--- src/rtl/pipe_pkg.sv ---
`default_nettype none
// ---------------------------------------------------------------------------
// pipe_pkg : shared types and constants for pipeline stage registers
// rev 1.0
// ---------------------------------------------------------------------------
package pipe_pkg;

  typedef enum logic [1:0] {
    PS_EMPTY = 2'd0,
    PS_ONE   = 2'd1,
    PS_FULL  = 2'd2
  } pipe_state_e;

  // IF/ID payload is {stop, inst}; an all-zero word is the NOP bubble.
  localparam int unsigned IFID_DATA_W = 33;
  localparam logic [IFID_DATA_W-1:0] IFID_NOP = '0;

endpackage
`default_nettype wire

--- src/rtl/pipe_skid_reg.sv ---
`default_nettype none
// ---------------------------------------------------------------------------
// pipe_skid_reg : valid/ready pipeline stage with optional 2-entry skid buffer
// rev 1.0
// ---------------------------------------------------------------------------
module pipe_skid_reg
  import pipe_pkg::*;
#(
  parameter int unsigned        DATA_W    = 32,
  parameter bit                 SKID      = 1'b1,
  parameter logic [DATA_W-1:0]  FLUSH_VAL = {DATA_W{1'b0}}
) (
  input  logic              clk,
  input  logic              rstn,
  input  logic              flush,
  input  logic              in_valid,
  output logic              in_ready,
  input  logic [DATA_W-1:0] in_data,
  output logic              out_valid,
  input  logic              out_ready,
  output logic [DATA_W-1:0] out_data,
  output logic [1:0]        count
);

  pipe_state_e       state_q, state_d;
  logic [DATA_W-1:0] m_data_q, m_data_d;
  logic [DATA_W-1:0] s_data_q, s_data_d;
  logic              m_vld, s_vld;
  logic              in_fire, out_fire;

  assign m_vld    = (state_q != PS_EMPTY);
  assign s_vld    = (state_q == PS_FULL);
  assign in_fire  = in_valid & in_ready;
  assign out_fire = out_valid & out_ready;

  // State register
  always_ff @(posedge clk or negedge rstn) begin
    if (!rstn) begin
      state_q  <= PS_EMPTY;
      m_data_q <= FLUSH_VAL;
    end else begin
      state_q  <= state_d;
      m_data_q <= m_data_d;
    end
  end

  // Next state; without a skid register ONE can never overflow into FULL
  always_comb begin
    state_d = state_q;
    if (flush) begin
      state_d = PS_EMPTY;
    end else begin
      case (state_q)
        PS_EMPTY: if (in_fire) state_d = PS_ONE;
        PS_ONE: begin
          if (in_fire && !out_fire)      state_d = SKID ? PS_FULL : PS_ONE;
          else if (!in_fire && out_fire) state_d = PS_EMPTY;
        end
        PS_FULL:  if (out_fire) state_d = PS_ONE;
        default:  state_d = PS_EMPTY;
      endcase
    end
  end

  always_comb begin
    m_data_d = m_data_q;
    s_data_d = s_data_q;
    if (flush) begin
      m_data_d = FLUSH_VAL;
      s_data_d = FLUSH_VAL;
    end else begin
      case (state_q)
        PS_EMPTY: if (in_fire) m_data_d = in_data;
        PS_ONE: begin
          if (in_fire && out_fire) m_data_d = in_data;
          else if (in_fire)        s_data_d = in_data;
        end
        PS_FULL:  if (out_fire) m_data_d = s_data_q;
        default:  m_data_d = m_data_q;
      endcase
    end
  end

  generate
    if (SKID) begin : g_skid
      always_ff @(posedge clk or negedge rstn) begin
        if (!rstn) s_data_q <= FLUSH_VAL;
        else       s_data_q <= s_data_d;
      end
    end else begin : g_noskid
      assign s_data_q = FLUSH_VAL;
    end
  endgenerate

  // Outputs; the skid variant keeps in_ready free of any out_ready path
  always_comb begin
    out_valid = m_vld;
    out_data  = m_data_q;
    count     = {1'b0, m_vld} + {1'b0, s_vld};
    in_ready  = SKID ? ~s_vld : (~m_vld | out_ready);
  end

endmodule
`default_nettype wire

--- config.mk ---
export PLATFORM = sky130hd
export DESIGN_NAME = pipe_skid_reg
export DESIGN_NICKNAME = d
export VERILOG_FILES = /design/src/rtl/pipe_pkg.sv /design/src/rtl/pipe_skid_reg.sv
export SDC_FILE = /design/constraint.sdc
export NUM_CORES = 1
export LEC_CHECK = 0
export ABC_AREA = 0
export CAP_MARGIN = 10
export CORE_MARGIN = 2
export CORE_UTILIZATION = 50
export CTS_CLUSTER_DIAMETER = 80
export CTS_CLUSTER_SIZE = 8
export DETAILED_ROUTE_END_ITERATION = 8
export PLACE_DENSITY = 0.8
export SYNTH_ARGS = -nofsm -noshare
export SYNTH_HDL_FRONTEND = slang
export SYNTH_SLANG_ARGS = --single-unit
export TNS_END_PERCENT = 50
--- constraint.sdc ---
create_clock -name clk -period 2.8 [get_ports clk]
set_input_delay 0.7 -clock clk [delete_from_list [all_inputs] [get_ports clk]]
set_output_delay 0.7 -clock clk [all_outputs]
set_load 0.05 [all_outputs]
# == After elaboration in Yosys (flattened, before gate mapping) ==
# Cells that the tools add are included.
# classes
n_eq_ne,7
n_bitwise,3
n_addsub,1
muxes,14
reduce_logical,13
# ops
op,count
$mux W32,7
$pmux W32 S3,1
$mux W2,5
$ne A3 B3 Y1 const B,2
$pmux W2 S3,1
$reduce_and A3 Y1,2
$reduce_bool A2 Y1,3
$ne A4 B4 Y1 const B,1
$reduce_and A4 Y1,1
$reduce_bool A4 Y1,1
$logic_and A1 B1 Y1,3
$ne A3 B2 Y1 const B,1
$add A1 B1 Y2,1
$and A1 B1 Y1,2
$eq A2 B1 Y1 const B,1
$eq A2 B2 Y1 const B,1
$logic_not A1 Y1,2
$logic_not A2 Y1,1
$ne A2 B2 Y1 const B,1
$not A1 Y1,1
# totals
wordCells,41
regBits,66

# == Depth between registers and ports, before layout ==
# depth
ltp_word,9
mapped_depth,9
ltp_nobuf,6

# == Least setup slack after synthesis ==
# OpenSTA, ideal clock, no wires.
# synth_path
kind,reg2out
start,reg state_q[0]
end,out count[0]
slack_ns,-0.058
arrival_ns,2.158
stages_incl_launch_ff,8
cell_sequence,dfrtp_1 inv_1 ha_1 buf_6 clkbuf_1 inv_2 ha_1 inv_1
# synth_between
elab_chain_cells,2
# synth_lines
item,line_no,rtl
"start, declared",pipe_skid_reg.sv:25,"pipe_state_e state_q, state_d;"
"start signal, assigned",pipe_skid_reg.sv:42,state_q <= state_d;
$eq A2 B2 Y1 or $reduce_bool A2 Y1 (tied branches),"pipe_skid_reg.sv:32, pipe_skid_reg.sv:31",
$add A1 B1 Y2 (*),pipe_skid_reg.sv:99,"count = {1'b0, m_vld} + {1'b0, s_vld};"
"end, declared",pipe_skid_reg.sv:22,output logic [1:0] count
# Every way passes the cells marked *; elsewhere a longest branch is shown, timed or not.

# == Worst setup path after layout ==
# layout_path
start,reg state_q[0]
end,out out_valid
# layout_between
elab_chain_cells,1
# layout_lines
item,line_no,rtl
$reduce_bool A2 Y1,pipe_skid_reg.sv:31,assign m_vld = (state_q != PS_EMPTY);
"end, declared",pipe_skid_reg.sv:19,"output logic out_valid,"
# Every way passes these cells.

==> summary.md <==
| Metric | Value |
|---|---|
| Highest-count cells in the layout ignoring fill and taps | clkdlybuf4s50_1, dfrtp_1, a22o_1, mux2i_1, o2bb2ai_2 |
| Syn avg cell area | 14.9 sq um |
| Critical Path Start Type | flip-flop |
| Setup violations, final | 0 |
| Largest net degree at the start of global routing | 35 |
| Commonest non-fill, non-tap cell in the layout | clkdlybuf4s50_1 |
| DRT Pass-1 Iters | 4 |
| Vias in the first global route | 2,090 |
| P_leak | 1.76 nW |
| Register area share after synthesis | 52.2% |
| Worst skew pair latency | 0.34 ns |
| Fin crit share | 95.4% |
| Core ar. | 6030 sq um |
| Initial Util | 52.6% |
| DRC marker count from the first detailed-route iteration | 114 |
| Hold_ws | 0.424 ns |
| Drt wl/cell | 17.6 um |
| Placer congestion estimate | 0.704 |
| Max_cap viols | 0 |
| Setup CP Type | flip-flop to output port |
| Final-report hold violation count | 0 |
| CTS sink count | 66 |
| Worst VDD drop | 784 uV |
| Filler Cells Inserted | 432 |
| GR Overflow Total | 0 |
| Total routed wirelength | 6480 um |
| CTS tree | yes |
| Post-Synthesis Cells | 213 |
| Status | finished, final reports clean |
| I/O Buffers | 72 |
| Worst setup EP type | output port |
| Yosys synthesis warning count | 0 |
| Synth top area share | 52.2% |
| Layout area overhead | 32.1% |
| Share of layout cells above drive strength 1 | 22.1% |
| Slew margin rel. | 50.3% |
| Worst-path clk slew | 0.07 ns |
| Row Count | 28 |
| Via count | 2,082 |
| Max clock buf depth | 2 |
| CP cell instances | inv_1, ha_1, inv_1, clkdlybuf4s50_1 |
| Die area | 6990 sq um |
| Post-synth EDFFs | 0 |
| Number of CTS-inserted buffers | 9 |
| Top post-synthesis cells by area | dfrtp_1, o2bb2ai_2, mux2i_1, a22o_1, buf_6 |
| Worst path arrival time | 1.97 ns |
| Die Span Y | 83.6 um |
| Synth Net Count | 257 |
| Die Wd | 83.6 um |
| Top cell type by total area after synthesis | dfrtp_1 |
| Synth Flop Type | dfrtp_1 |
| Antenna Cells | 0 |
| Initial antenna violation count | 0 |
| H-tree depth | 3 |
| Worst-margin pin slew | 0.746 ns |
| RSZ-0062 raised after global routing | false |
| Slew Limit Fails | 0 |
| CTS resizes | 0 |
| Critical path's largest stage delay | 0.79 ns |
| GRT Util Overall | 19.3% |
| Async SR Flop Fraction | 100% |
| Fmax | 0.374 GHz |
| Detailed placement HPWL | 4380 um |
| Fin Clk Skew | 0.00542 ns |
| DRC errors left | 0 |
| Num ports | 73 |
| Post-route ant nets | 0 |
| Hold buffers post-CTS | 0 |
| HP Class | input port to asynchronous set/reset pin |
| Crit-path max FO | 5 |
| Most frequent CP cell | inv_1 |
| Power density cells | 1090 nW/um^2 |
| Cell Area, Synth | 3170 sq um |
| CP required | 2.10 ns |
| Setup Fix Bufs, Post-CTS | 0 |
| Nets | 333 |
| Synth unique cells | 29 |
| Slowest CP cell | clkdlybuf4s50_1 |
| Vias per inst | 5.64 |
| Root Driver | clkbuf_8 |
| First-pass GRT wire length | 10,600 um |
| Setup TNS | 0 ns |
| Synthesized flop and latch total | 66 |
| Final min period | 2.67 ns |
## per-layer routing
metal | track usage, % | vias up | wire length [um]
met5 | 0 | - | 0
li1 | - | 964 | -
met4 | 7.92 | 0 | 106
met2 | 27.1 | 67 | 2920
met1 | 28.2 | 1043 | 3070
met3 | 5.04 | 8 | 380
## cell type report
| class | instances | area [sq um] | area share, % |
|---|---|---|---|
| Inverter | 8 | 30.0 | 0.718 |
| Clock buffer | 12 | 145 | 3.47 |
| Tap cell | 75 | 93.8 | 2.24 |
| Sequential cell | 66 | 1650 | 39.5 |
| Multi-Input combinational cell | 122 | 1350 | 32.3 |
| Timing Repair Buffer | 82 | 813 | 19.4 |
| Clock inverter | 4 | 98.8 | 2.36 |
## logic make-up (layout without fill, tap and decap cells)
kind of cell / after synthesis / count (layout) / synth area share (%)
adders and majority gates: 7 / 7 / 2.77
muxes: 33 / 33 / 10.5
AOI/OAI and AO/OA: 70 / 70 / 25.6
DFF: 66 / 66 / 52.2
buffers and inverters: 25 / 106 / 5.57
and+or+nand+nor: 12 / 12 / 3.48
## per-stage QoR
stage               util (%)  instance area (sq um)  setup WS (ns)  std cells  total power [mW]
global route            69.4                   4180         0.0493        369              4.73
global placement        65.4                   3940          0.359        353              3.56
detailed placement      65.4                   3940          0.351        353              3.58
CTS                     69.4                   4180          0.112        369              4.59
floorplan                  -                   3170          0.215        213              2.92
finish                  69.4                   4180          0.128        369              4.54
## registers in the layout, summed over array words and instances, names as in the netlist
signal and flops:
s_data_q 32, state_q 2, out_data 32
## path summary, 6_finish.rpt
| kind | startpoint | end | slack (ns) | cells past startpoint |
|---|---|---|---|---|
| hold / removal | rstn | out_data[8] | 0.42 | 1 |
| hold reg to reg | out_data[4] | out_data[4] | 0.50 | 1 |
| min in group clk | out_data[4] | out_data[4] | 0.50 | 1 |
| setup reg to reg | state_q[0] | s_data_q[3] | 0.49 | 8 |
| setup / recovery | state_q[0] | out_valid | 0.13 | 4 |
| max in group asynchronous | rstn | s_data_q[19] | 1.75 | 2 |
## synthesized netlist by cell type (2+ instances only)
cell type / n
buf_6: 10
buf_2: 3
mux2i_1: 32
o2bb2ai_1: 2
clkbuf_1: 3
o2bb2ai_2: 30
ha_1: 7
a22o_1: 32
dfrtp_1: 66
inv_1: 7
nor2_1: 3
## critical path: cells and delay by family, from the launching register on
family                     cells  cell delay (ns)
adders and majority gates      1             0.27
buffers and inverters          3             0.98
DFF                            1             0.39
## power by group
part	internal (mW)	total, mW	switching (mW)	leakage (nW)
logic	0.806	2.15	1.34	0.750
clock network	0.618	0.984	0.366	0.121
registers	1.21	1.41	0.199	0.891
(Power assumes the default switching activity.)
==> RTL change 1 (same settings) <==
Set the parameter `DATA_W` to 40 (it was 32).
--- a/src/rtl/pipe_skid_reg.sv
+++ b/src/rtl/pipe_skid_reg.sv
@@ -8,3 +8,3 @@
 #(
-  parameter int unsigned        DATA_W    = 32,
+  parameter int unsigned        DATA_W    = 40,
   parameter bit                 SKID      = 1'b1,
Ports: changed (resized in_data and out_data); port bits go from 73 to 89. No check against the original RTL was run, so the function may have changed too.
==> RTL change 1 against the unedited design <==
Area after synthesis up 23%. Critical path type unchanged. Worst setup slack worse by 0.039 ns. First-iteration DRC count is 46% lower. Non-clock buffer count grew 15. Routed wire length is 22% higher. Sequential cell count is 16 higher. Power rose by 17%. Cell area is 21% higher.
==> RTL change 1: results (changes against the unedited design) <==
Gate count of the mapped netlist: 258 (+21%). Mean number of vias per cell: 5.46 (-3.2%). The data arrival time of the worst path came out at 2.01 ns (+0.04 ns). The min-delay analysis places its worst path in the category input pin to async pin.

Worst setup path endpoint: out_valid. For the maximum number of pins on one net before global-route repair, the log shows 43 (+23%). The slew at the pin closest to its max-slew limit was 0.949 ns (+0.203 ns); the cell depth of the worst flop-to-flop path was 6 (-2). After clock tree synthesis, the clock-pin slew on the worst setup and hold paths is 0.08 ns.

The logs give 0.00833 ns (+0.00291 ns) for the worst clock skew and 17.9% (-3.8 points) for the power share of the clock group. The synthesized netlist net count was 310 (+21%). The part of the Yosys area used for sequential elements came out at 52.6% (+0.46 points). The fraction of layout instances using a drive strength above 1 works out to 22.3% (+0.24 points). The worst vdd rail ir drop was 0.623 mV (-21%); the maximum clock frequency was 0.369 GHz (-1.4%).

The run gives 4830 µm² (+23%) as the placed standard-cell area. For the number of distinct library cell variants in the gate-level netlist after synthesis, the log shows 27 (-6.9%). The flop-to-flop setup slack was 0.56 ns (+0.07 ns); the first-pass GRT wire length was 12800 µm (+20%). Ranked by total cell area, the synthesized netlist is headed by sky130_fd_sc_hd__dfrtp_1 (53%), sky130_fd_sc_hd__o2bb2ai_2 (15%), sky130_fd_sc_hd__mux2i_1 (10%). For the violation count after the first detailed-routing iteration, the log shows 61 (-46%).

Switching power of the nets: 2.33 mW (+22%). The half-perimeter wire length after placement is 5100 µm (+16%), and the power consumed by combinational cells is 2.63 mW (+22%). For the final weighted congestion in routability-driven placement, the log shows 0.746 (+6.1%). The logs give 0.330 ns (-0.0936 ns) for the worst hold slack across all endpoints and 451 (+22%) for the final cell count without fillers. The destination of the worst register-to-register timing path was s_data_q[9].

Number of global-route vias before repair: 2546 (+22%). Sorting the synthesized cells by how often they occur yields sky130_fd_sc_hd__dfrtp_1 (82), sky130_fd_sc_hd__a22o_1 (40), sky130_fd_sc_hd__mux2i_1 (40), sky130_fd_sc_hd__o2bb2ai_2 (40), sky130_fd_sc_hd__buf_6 (13). The number of cells after detailed placement is 435 (+23%). The leakage power summed over all cells is 2.11 nW (+20%), and the port buffer count is 88 (+22%). The flow ran to the end, and the final reports show no timing, DRC or antenna violations. The total global routing track utilization was 19.3% (+0.048 points). The number of nets in the final layout was 396 (+19%); the detailed-route wire length per cell was 17.5 µm (-0.47%). The worst setup timing slack at the placement stage was 0.219 ns (-0.132 ns).
RTL change 1: per-layer routing:
layer,global-route usage [%],up-vias,share of wire (%)
met3,4.88,6,5.3
met2,29.9,69,47
li1,-,1164,-
met5,0,-,0
met4,6.34,0,0.86
met1,26.8,1223,47
RTL change 1: cell families (layout without fill, tap and decap cells):
| family | after synthesis | count (layout) | synth area share, % |
|---|---|---|---|
| DFF | 82 | 82 | 52.6 |
| adders and majority gates | 7 | 7 | 2.25 |
| and+or+nand+nor | 12 | 12 | 2.41 |
| buffers and inverters | 30 | 121 | 6.13 |
| AOI/OAI and AO/OA | 86 | 86 | 26.1 |
| muxes | 41 | 41 | 10.6 |
RTL change 1: final cells by class:
type	instances	area, µm²
clock buffer	9	124
multi-input combinational	146	1630
tap	102	128
clock inverter	7	103
timing repair buffer	97	991
inverter	8	30.0
fill	574	2590
sequential	82	2050
==> RTL change 2 (same settings) <==
Without the edit above. Re-encode `pipe_state_e` (3 states) as one-hot, 3 bits wide.
--- a/src/rtl/pipe_pkg.sv
+++ b/src/rtl/pipe_pkg.sv
@@ -7,6 +7,6 @@
 
-  typedef enum logic [1:0] {
-    PS_EMPTY = 2'd0,
-    PS_ONE   = 2'd1,
-    PS_FULL  = 2'd2
+  typedef enum logic [2:0] {
+    PS_EMPTY = 3'b001,
+    PS_ONE   = 3'b010,
+    PS_FULL  = 3'b100
   } pipe_state_e;
Function: same outputs for any inputs over 10 cycles, from zero or initial values and one cycle with rstn low; not proved beyond that.
==> RTL change 2 against the unedited design <==
Routed wire length up 1.6%. Maximum frequency up 6.0%. Via count up 8.0%. Critical path depth down 2. Sequential share of layout area up 1.2 points. Worst setup slack better by 0.15 ns. Final cell count up 6.5%. Area after synthesis down 1.5%. Cell area down 1.3%. Sequential cell count up 1. Highest routed layer unchanged.
Power is not compared: it rests on default switching activity, and its combinational part moved more than twofold at a synthesized area within 25%.
==> RTL change 2: results (changes against the unedited design) <==
The logs give 0.278 ns (-0.0735 ns) for the worst setup timing slack at the placement stage and 280 (+8.9%) for the synthesized netlist net count. The detailed-route wire length is 6590 µm (+1.6%), and the number of global-route vias before repair is 2385 (+14%). The number of distinct library cell variants in the gate-level netlist after synthesis came out at 22 (-24%). The endpoint identified for the worst register-to-register timing path is s_data_q[12].

The half-perimeter wire length after placement is 4190 µm (-4.3%). The worst hold slack across all endpoints is 0.366 ns (-0.0576 ns), and the cell depth of the worst flop-to-flop path is 5 (-3). The fraction of the cycle the final worst path needs was 90.0% (-5.4 points).

The first-pass GRT wire length came out at 11600 µm (+9.2%). The mean number of vias per cell works out to 5.72 (+1.4%). The critical path's top delay family was flip-flops. The largest driver fanout on the critical path was 6 (+1); the fraction of layout instances using a drive strength above 1 was 21.4% (-0.73 points).

The tools report the origin of the worst setup path as state_q[0]. The headroom to the max-slew limit is 54.4% (+4.1 points), and the compound-cell area share of the yosys netlist is 23.1% (-2.4 points). The adder and majority cell fraction of the synthesized area came out at 0% (-2.8 points).

Detailed-route wire length per cell: 16.8 µm (-4.6%). The violation count after the first detailed-routing iteration was 122 (+7.0%). The post-synthesis mux area share came out at 10.3% (-0.20 points).

The tools report the finished layout cell area as 4130 µm² (-1.3%). The slowest stage of the critical path belongs to the cell sky130_fd_sc_hd__dfstp_2. By count the netlist is led by sky130_fd_sc_hd__dfrtp_1 (66), sky130_fd_sc_hd__nor2_1 (35), sky130_fd_sc_hd__a211oi_2 (32), sky130_fd_sc_hd__a22o_1 (32), sky130_fd_sc_hd__mux2i_1 (32). Sorting the synthesized cells by area gives the leading types as sky130_fd_sc_hd__dfrtp_1 (53%), sky130_fd_sc_hd__a211oi_2 (13%), sky130_fd_sc_hd__mux2i_1 (10%).

The worst clock skew was 0.00800 ns (+0.00259 ns); the flop-to-flop setup slack was 0.90 ns (+0.41 ns). The placed standard-cell area was 3880 µm² (-1.4%); the number of nets in the final layout was 350 (+5.1%). The run finished with clean final reports. The worst stage delay on the critical path is 0.57 ns (-0.22 ns). The final weighted congestion in routability-driven placement came out at 0.805 (+14%). For the maximum number of pins on one net before global-route repair, the log shows 68 (+94%).

The mean instance size in the synthesized netlist came out at 12.8 µm² (-14%).
-- RTL change 2: changes by cell type after synthesis, sizes merged, moves of 2 or more --
cell     change
nor2        +32
a211oi      +32
o2bb2ai     -32
ha           -7
inv          -6
buf          +4
a21oi        +2
and2         +3
and4bb       +2
nor2b        +2
-- RTL change 2: per-layer routing --
metal	global-route usage [%]	up-vias	wire length, µm
li1	-	1035	-
met1	28.5	1114	3090
met2	31.3	90	3000
met3	5.47	10	401
met4	7.75	0	87
met5	0	-	0
-- RTL change 2: layout make-up --
type,instances,area [µm²]
Fill cell,423,1860
Sequential cell,67,1680
Multi-Input combinational cell,152,1280
Timing Repair Buffer,81,820
Clock buffer,13,179
Tap cell,75,93.8
Clock inverter,3,67.6
Inverter,2,7.51
-- RTL change 2: timing repair --
item                                    4_1_cts  5_1_grt
endpoints found under the setup margin        1        0
setup buffers                                 0        0
hold buffers                                  0        0
gates resized for setup                       1        0
